## config.mk

```make
export PLATFORM = sky130hd
export DESIGN_NAME = csr_access_controller_flat
export DESIGN_NICKNAME = d
export VERILOG_FILES = /design/src/rtl/csr_access_pkg.sv /design/src/rtl/csr_access_controller_if.sv /design/src/rtl/csr_access_alu.sv /design/src/rtl/csr_access_controller.sv /design/src/flat_wrapper.sv
export SDC_FILE = /design/constraint.sdc
export NUM_CORES = 1
export LEC_CHECK = 0
export ABC_AREA = 1
export BUFFER_PORTS_ARGS = -buffer_cell sky130_fd_sc_hd__buf_2
export CELL_PAD_IN_SITES_DETAIL_PLACEMENT = 1
export CELL_PAD_IN_SITES_GLOBAL_PLACEMENT = 2
export CORE_UTILIZATION = 29
export CTS_BUF_LIST = sky130_fd_sc_hd__clkbuf_4 sky130_fd_sc_hd__clkbuf_8
export DETAILED_ROUTE_END_ITERATION = 7
export PLACE_DENSITY = 0.84
export SETUP_SLACK_MARGIN = 0.15
export SYNTH_ARGS = -nofsm -noshare
export SYNTH_HDL_FRONTEND = slang
export SYNTH_SLANG_ARGS = --single-unit
```

## constraint.sdc

```tcl
create_clock -name clk -period 2 [get_ports clk]
set_clock_uncertainty 0.05 [all_clocks]
set_input_delay 0.4 -clock clk [delete_from_list [all_inputs] [get_ports clk]]
set_output_delay 0.4 -clock clk [all_outputs]
set_load 0.01 [all_outputs]
```

## src/rtl/csr_access_pkg.sv

```systemverilog
// Shared CSR access definitions: op encodings, controller states and the
// read-only address test used by the initiator.
package csr_access_pkg;

  localparam logic [1:0] CSR_OP_ILL = 2'b00;
  localparam logic [1:0] CSR_OP_RW  = 2'b01;
  localparam logic [1:0] CSR_OP_RS  = 2'b10;
  localparam logic [1:0] CSR_OP_RC  = 2'b11;

  typedef enum logic [1:0] {
    ST_IDLE    = 2'd0,
    ST_READ    = 2'd1,
    ST_WRITE   = 2'd2,
    ST_RESPOND = 2'd3
  } state_t;

  function automatic logic is_read_only(input logic [11:0] addr, input logic [1:0] prefix);
    return addr[11:10] == prefix;
  endfunction

endpackage

```

## src/rtl/csr_access_controller_if.sv

```systemverilog
// Pipeline request/response handshake plus the shared CSR bus, seen from the
// initiator (master) and from the pipeline/responder side (slave).
interface csr_access_controller_if;

  logic        req_valid;
  logic        req_ready;
  logic [1:0]  req_op;
  logic [11:0] req_address;
  logic [31:0] req_operand;
  logic        req_skip_write;

  logic        rsp_valid;
  logic        rsp_ready;
  logic [31:0] rsp_data;
  logic        rsp_error;

  logic        csrReadEnable;
  logic [11:0] csrReadAddress;
  logic [31:0] csrReadData;
  logic        csrRequestOutput;
  logic        csrWriteEnable;
  logic [11:0] csrWriteAddress;
  logic [31:0] csrWriteData;

  modport master (
    input  req_valid, req_op, req_address, req_operand, req_skip_write,
    input  rsp_ready, csrReadData, csrRequestOutput,
    output req_ready, rsp_valid, rsp_data, rsp_error,
    output csrReadEnable, csrReadAddress, csrWriteEnable, csrWriteAddress, csrWriteData
  );

  modport slave (
    output req_valid, req_op, req_address, req_operand, req_skip_write,
    output rsp_ready, csrReadData, csrRequestOutput,
    input  req_ready, rsp_valid, rsp_data, rsp_error,
    input  csrReadEnable, csrReadAddress, csrWriteEnable, csrWriteAddress, csrWriteData
  );

endinterface

```

## src/rtl/csr_access_alu.sv

```systemverilog
// New CSR value for RW/RS/RC from the old value and operand.
// Purely combinational, no handshake.
module csr_access_alu
  import csr_access_pkg::*;
(
  input  logic [1:0]  op,
  input  logic [31:0] old_value,
  input  logic [31:0] operand,
  output logic [31:0] new_value
);

  always_comb begin
    new_value = operand;
    case (op)
      CSR_OP_RS: new_value = old_value | operand;
      CSR_OP_RC: new_value = old_value & ~operand;
      default:   new_value = operand;
    endcase
  end

endmodule

```

## src/rtl/csr_access_controller.sv

```systemverilog
// CSR bus initiator: read, modify, write, respond; 3 cycles to response (2 if no write).
// One op in flight; response held stable with no bus activity until rsp_ready.
module csr_access_controller
  import csr_access_pkg::*;
#(
  parameter logic [1:0] READ_ONLY_PREFIX = 2'b11
) (
  input logic                     clk,
  input logic                     rst,
  csr_access_controller_if.master bus
);

  state_t      state_q, state_d;
  logic [1:0]  op_q;
  logic [11:0] addr_q;
  logic [31:0] operand_q;
  logic        skip_q;
  logic [31:0] old_q;
  logic [31:0] new_q;
  logic        err_q;
  logic [31:0] alu_value;
  logic        write_intended;
  logic        read_err;

  csr_access_alu u_alu (
    .op        (op_q),
    .old_value (bus.csrReadData),
    .operand   (operand_q),
    .new_value (alu_value)
  );

  // RW always counts as a write for protection, even when the write is skipped.
  assign write_intended = (op_q == CSR_OP_RW) || !skip_q;
  assign read_err = !bus.csrRequestOutput ||
                    (write_intended && is_read_only(addr_q, READ_ONLY_PREFIX));

  always_ff @(posedge clk or negedge rst) begin
    if (!rst) state_q <= ST_IDLE;
    else      state_q <= state_d;
  end

  always_comb begin
    state_d             = state_q;
    bus.req_ready       = 1'b0;
    bus.rsp_valid       = 1'b0;
    bus.rsp_data        = '0;
    bus.rsp_error       = 1'b0;
    bus.csrReadEnable   = 1'b0;
    bus.csrReadAddress  = '0;
    bus.csrWriteEnable  = 1'b0;
    bus.csrWriteAddress = '0;
    bus.csrWriteData    = '0;
    case (state_q)
      ST_IDLE: begin
        bus.req_ready = 1'b1;
        if (bus.req_valid)
          state_d = (bus.req_op == CSR_OP_ILL) ? ST_RESPOND : ST_READ;
      end
      ST_READ: begin
        bus.csrReadEnable  = 1'b1;
        bus.csrReadAddress = addr_q;
        state_d = (read_err || skip_q) ? ST_RESPOND : ST_WRITE;
      end
      ST_WRITE: begin
        bus.csrWriteEnable  = 1'b1;
        bus.csrWriteAddress = addr_q;
        bus.csrWriteData    = new_q;
        state_d = ST_RESPOND;
      end
      ST_RESPOND: begin
        bus.rsp_valid = 1'b1;
        bus.rsp_data  = old_q;
        bus.rsp_error = err_q;
        if (bus.rsp_ready) state_d = ST_IDLE;
      end
      default: state_d = ST_IDLE;
    endcase
  end

  // old_q is forced to zero on error so RESPOND can drive it unconditionally.
  always_ff @(posedge clk or negedge rst) begin
    if (!rst) begin
      op_q      <= CSR_OP_ILL;
      addr_q    <= '0;
      operand_q <= '0;
      skip_q    <= 1'b0;
      old_q     <= '0;
      new_q     <= '0;
      err_q     <= 1'b0;
    end else begin
      if (state_q == ST_IDLE && bus.req_valid) begin
        op_q      <= bus.req_op;
        addr_q    <= bus.req_address;
        operand_q <= bus.req_operand;
        skip_q    <= bus.req_skip_write;
        old_q     <= '0;
        err_q     <= (bus.req_op == CSR_OP_ILL);
      end else if (state_q == ST_READ) begin
        old_q <= read_err ? 32'd0 : bus.csrReadData;
        new_q <= alu_value;
        err_q <= read_err;
      end
    end
  end

endmodule

```

## src/flat_wrapper.sv

```systemverilog
// flat-port wrapper written by rule: the top's interface ports become plain ports
module csr_access_controller_flat import csr_access_pkg::*;
#(
  parameter logic [1:0] READ_ONLY_PREFIX = 2'b11
)
  (clk, rst, bus_req_valid, bus_req_op, bus_req_address, bus_req_operand, bus_req_skip_write, bus_rsp_ready, bus_csrReadData, bus_csrRequestOutput, bus_req_ready, bus_rsp_valid, bus_rsp_data, bus_rsp_error, bus_csrReadEnable, bus_csrReadAddress, bus_csrWriteEnable, bus_csrWriteAddress, bus_csrWriteData);
  csr_access_controller_if bus_i ();
  input logic clk;
  input logic rst;
  input wire logic [$bits(bus_i.req_valid)-1:0] bus_req_valid;
  input wire logic [$bits(bus_i.req_op)-1:0] bus_req_op;
  input wire logic [$bits(bus_i.req_address)-1:0] bus_req_address;
  input wire logic [$bits(bus_i.req_operand)-1:0] bus_req_operand;
  input wire logic [$bits(bus_i.req_skip_write)-1:0] bus_req_skip_write;
  input wire logic [$bits(bus_i.rsp_ready)-1:0] bus_rsp_ready;
  input wire logic [$bits(bus_i.csrReadData)-1:0] bus_csrReadData;
  input wire logic [$bits(bus_i.csrRequestOutput)-1:0] bus_csrRequestOutput;
  output wire logic [$bits(bus_i.req_ready)-1:0] bus_req_ready;
  output wire logic [$bits(bus_i.rsp_valid)-1:0] bus_rsp_valid;
  output wire logic [$bits(bus_i.rsp_data)-1:0] bus_rsp_data;
  output wire logic [$bits(bus_i.rsp_error)-1:0] bus_rsp_error;
  output wire logic [$bits(bus_i.csrReadEnable)-1:0] bus_csrReadEnable;
  output wire logic [$bits(bus_i.csrReadAddress)-1:0] bus_csrReadAddress;
  output wire logic [$bits(bus_i.csrWriteEnable)-1:0] bus_csrWriteEnable;
  output wire logic [$bits(bus_i.csrWriteAddress)-1:0] bus_csrWriteAddress;
  output wire logic [$bits(bus_i.csrWriteData)-1:0] bus_csrWriteData;
  assign bus_i.req_valid = bus_req_valid;
  assign bus_i.req_op = bus_req_op;
  assign bus_i.req_address = bus_req_address;
  assign bus_i.req_operand = bus_req_operand;
  assign bus_i.req_skip_write = bus_req_skip_write;
  assign bus_i.rsp_ready = bus_rsp_ready;
  assign bus_i.csrReadData = bus_csrReadData;
  assign bus_i.csrRequestOutput = bus_csrRequestOutput;
  assign bus_req_ready = bus_i.req_ready;
  assign bus_rsp_valid = bus_i.rsp_valid;
  assign bus_rsp_data = bus_i.rsp_data;
  assign bus_rsp_error = bus_i.rsp_error;
  assign bus_csrReadEnable = bus_i.csrReadEnable;
  assign bus_csrReadAddress = bus_i.csrReadAddress;
  assign bus_csrWriteEnable = bus_i.csrWriteEnable;
  assign bus_csrWriteAddress = bus_i.csrWriteAddress;
  assign bus_csrWriteData = bus_i.csrWriteData;
  csr_access_controller #(.READ_ONLY_PREFIX(READ_ONLY_PREFIX)) u_core (.clk(clk), .rst(rst), .bus(bus_i));
endmodule
```

==> metrics.yaml <==
drtPass1Iterations: 4
gp_congestion: 0.739
layout.cells.non_filler: 1200
ios: 177
track_usage: 0.182
leakagePower_nw: 4.60
multi_input_area_sq_mm: 0.00207
setup_viol: 78
rsz0062_at_grt: "true"
drt_wl_total_mm: 17.8
syn_avg_cell_area_sq_um: 7.81
grt_max_degree: 40
worstPathMaxFanout: 19
grt-ovfl-total: 0
grt_pass1_vias: 5275
slew_viol_final: 0
synthSimpleGateAreaFrac: 0.167
wl_per_cell_um: 14.9
htreeDepth: 4
vias: 5194
finalNetCount: 1011
tightest_slew_ns: 0.450
cts.clk_slew.worst_paths_ns: 0.07
clk-insertion-delay-late_ns: 0.43
drtAntennaViolNets: 0
seq_area_frac_synth: 0.499
yosys.cell_types.count: 25
drc: 0
drive_gt1_frac: 0.333
fill_cells: 2451
synth_seq_cells: 114
hold_class: "in -> reg"
antenna_found_initial: 2
cp.arrival_ns: 1.61
yosys_warnings: 0
fmax_ghz: 0.485
netlist_area_sq_mm: 0.00572
start_util: 0.295
final.period_utilization: 1.03
cts_sinks: 114
finalHoldViolations: 0
syn_nets: 820
maxCapViolCount: 0
tritoncts: "done"
num_rows: 51
synthToLayoutAreaGrowth_pct: 34.2
worstSetupPathType: "reg -> out"
dp_hpwl_mm: 11.7
fin_ws_ns: -0.0610
status: "finished with violations"
cts_root_buf: "clkbuf_8"
viasPerCell: 4.33
worstPathRequired_ns: 1.55
synth_fa_ha_area_frac: 0.00875
violations: "negative setup slack"
die_area_sq_mm: 0.0203
ir_worst_vdd_mv: 0.573
grt_first_pass_wirelength_mm: 27.9
dp_slack_ns: 0.0805
synthCells: 732
core_sq_mm: 0.0194
critPathLaunchType: "flop"
cts_made_buffers: 17
place_inst: 1150
cts_buffer_depth: 2
power.density_mw_per_mm2: 1550
synth_top_family_by_area: "compound AO/OA/AOI/OAI gates"
synthXorXnorAreaFrac: 0
dieWidth_um: 142
first_iter_violations: 195
synth_compound_area_frac: 0.172
muxShareOfSynthArea: 0
endpoint_kind: "output pin"
die_height_um: 142
antenna_cells: 0
slew_headroom: 0.700
numPortBuffers: 176
setup_tns_ns: -2.63
fin_crit_ns: 2.06
seqCellArea_sq_mm: 0.00286
[state kept, by name, summed over array words and instances (netlist names)]
signal            count
u_core.err_q          1
u_core.operand_q     32
u_core.state_q        2
u_core.new_q         32
u_core.skip_q         1
u_core.addr_q        12
u_core.old_q         32
u_core.op_q           2
[worst paths after layout]
| path | slack (ns) | end | from | depth (start not counted) |
|---|---|---|---|---|
| worst max-delay path | -0.06 | bus_rsp_data[29] | u_core.state_q[0] | 6 |
| worst min-delay path | 0.11 | u_core.addr_q[7] | bus_req_address[7] | 3 |
| worst max register to register | 0.15 | u_core.old_q[9] | u_core.state_q[1] | 8 |
| worst min register to register | 0.44 | u_core.new_q[27] | u_core.new_q[27] | 2 |
| max in group asynchronous | 0.91 | u_core.old_q[21] | rst | 3 |
| min in group asynchronous | 0.41 | u_core.new_q[7] | rst | 2 |
[Yosys cell counts (all sizes together)]
| library cell | n | share of area |
|---|---|---|
| nand3 | 4 | 0.0074 |
| buf | 26 | 0.035 |
| nand2 | 230 | 0.15 |
| dfrtp | 114 | 0.50 |
| o21ai | 137 | 0.14 |
| ha | 4 | 0.0087 |
| clkbuf | 14 | 0.0096 |
| nor2 | 2 | 0.0055 |
| inv | 166 | 0.11 |
| a21oi | 32 | 0.028 |
| o22ai | 1 | 0.0011 |
| o211ai | 2 | 0.0026 |
[power breakdown]
group / switching [mW] / total (mW) / internal, mW
Sequential: 0.715 / 4.18 / 3.47
Clock: 0.901 / 2.14 / 1.24
Combinational: 3.30 / 5.58 / 2.29
[routing by layer]
| layer | track usage | wire [um] | up-vias | share of wire |
|---|---|---|---|---|
| li1 | - | - | 2581 | - |
| met1 | 0.230 | 7930 | 2475 | 0.44 |
| met2 | 0.310 | 8900 | 120 | 0.50 |
| met3 | 0.0437 | 849 | 14 | 0.048 |
| met4 | 0.0458 | 143 | 4 | 0.0080 |
| met5 | 0 | 16 | - | 0.00090 |
[cell type report]
cell class | count | share of cell area
Clock buffer | 25 | 0.0399
Clock inverter | 6 | 0.0104
Inverter | 166 | 0.0815
Multi-Input combinational cell | 413 | 0.269
Sequential cell | 114 | 0.372
Tap cell | 265 | 0.0432
Timing Repair Buffer | 211 | 0.183
[stage by stage]
stage / total power [mW] / cell area, sq um / utilization / hold slack [ns]
after floorplan: 7.30 / 5720 / - / 0.0544
after global placement: 8.82 / 6880 / 0.355 / 0.333
after detailed placement: 8.98 / 6880 / 0.355 / 0.334
after CTS: 11.6 / 7450 / 0.384 / 0.0713
after global routing: 12.9 / 7670 / 0.396 / 0.0915
final: 11.9 / 7670 / 0.396 / 0.111
[critical path, cell delays in order (launching register included)]
cell and delay (ns):
dfrtp_2 0.42, buf_4 0.14, ha_4 0.19, buf_12 0.16
nand2_1 0.07, inv_2 0.04, buf_2 0.13
[logic make-up after synthesis]
group / after synthesis
simple gates: 236
buf+inv: 206
compound gates: 172
flops: 114
fa+ha+maj: 4
[cell usage in the layout (no fill, tap or decap), drive strengths merged]
cell type / instances
a21oi: 32
buf: 209
bufinv: 2
clkbuf: 26
clkinv: 4
dfrtp: 114
dlygate4sd3: 1
ha: 4
inv: 166
nand2: 230
nand3: 4
nor2: 3
o211ai: 2
o21ai: 137
o22ai: 1
[timing repair]
item,4_1_cts,5_1_grt
pin swaps,3,3
hold buffers,1,0
hold endpoints to repair,28,0
setup endpoints to repair,124,171
setup buffers,4,10
gates cloned,2,2
gates resized for setup,26,23
Power figures use the tool's default switching activity.
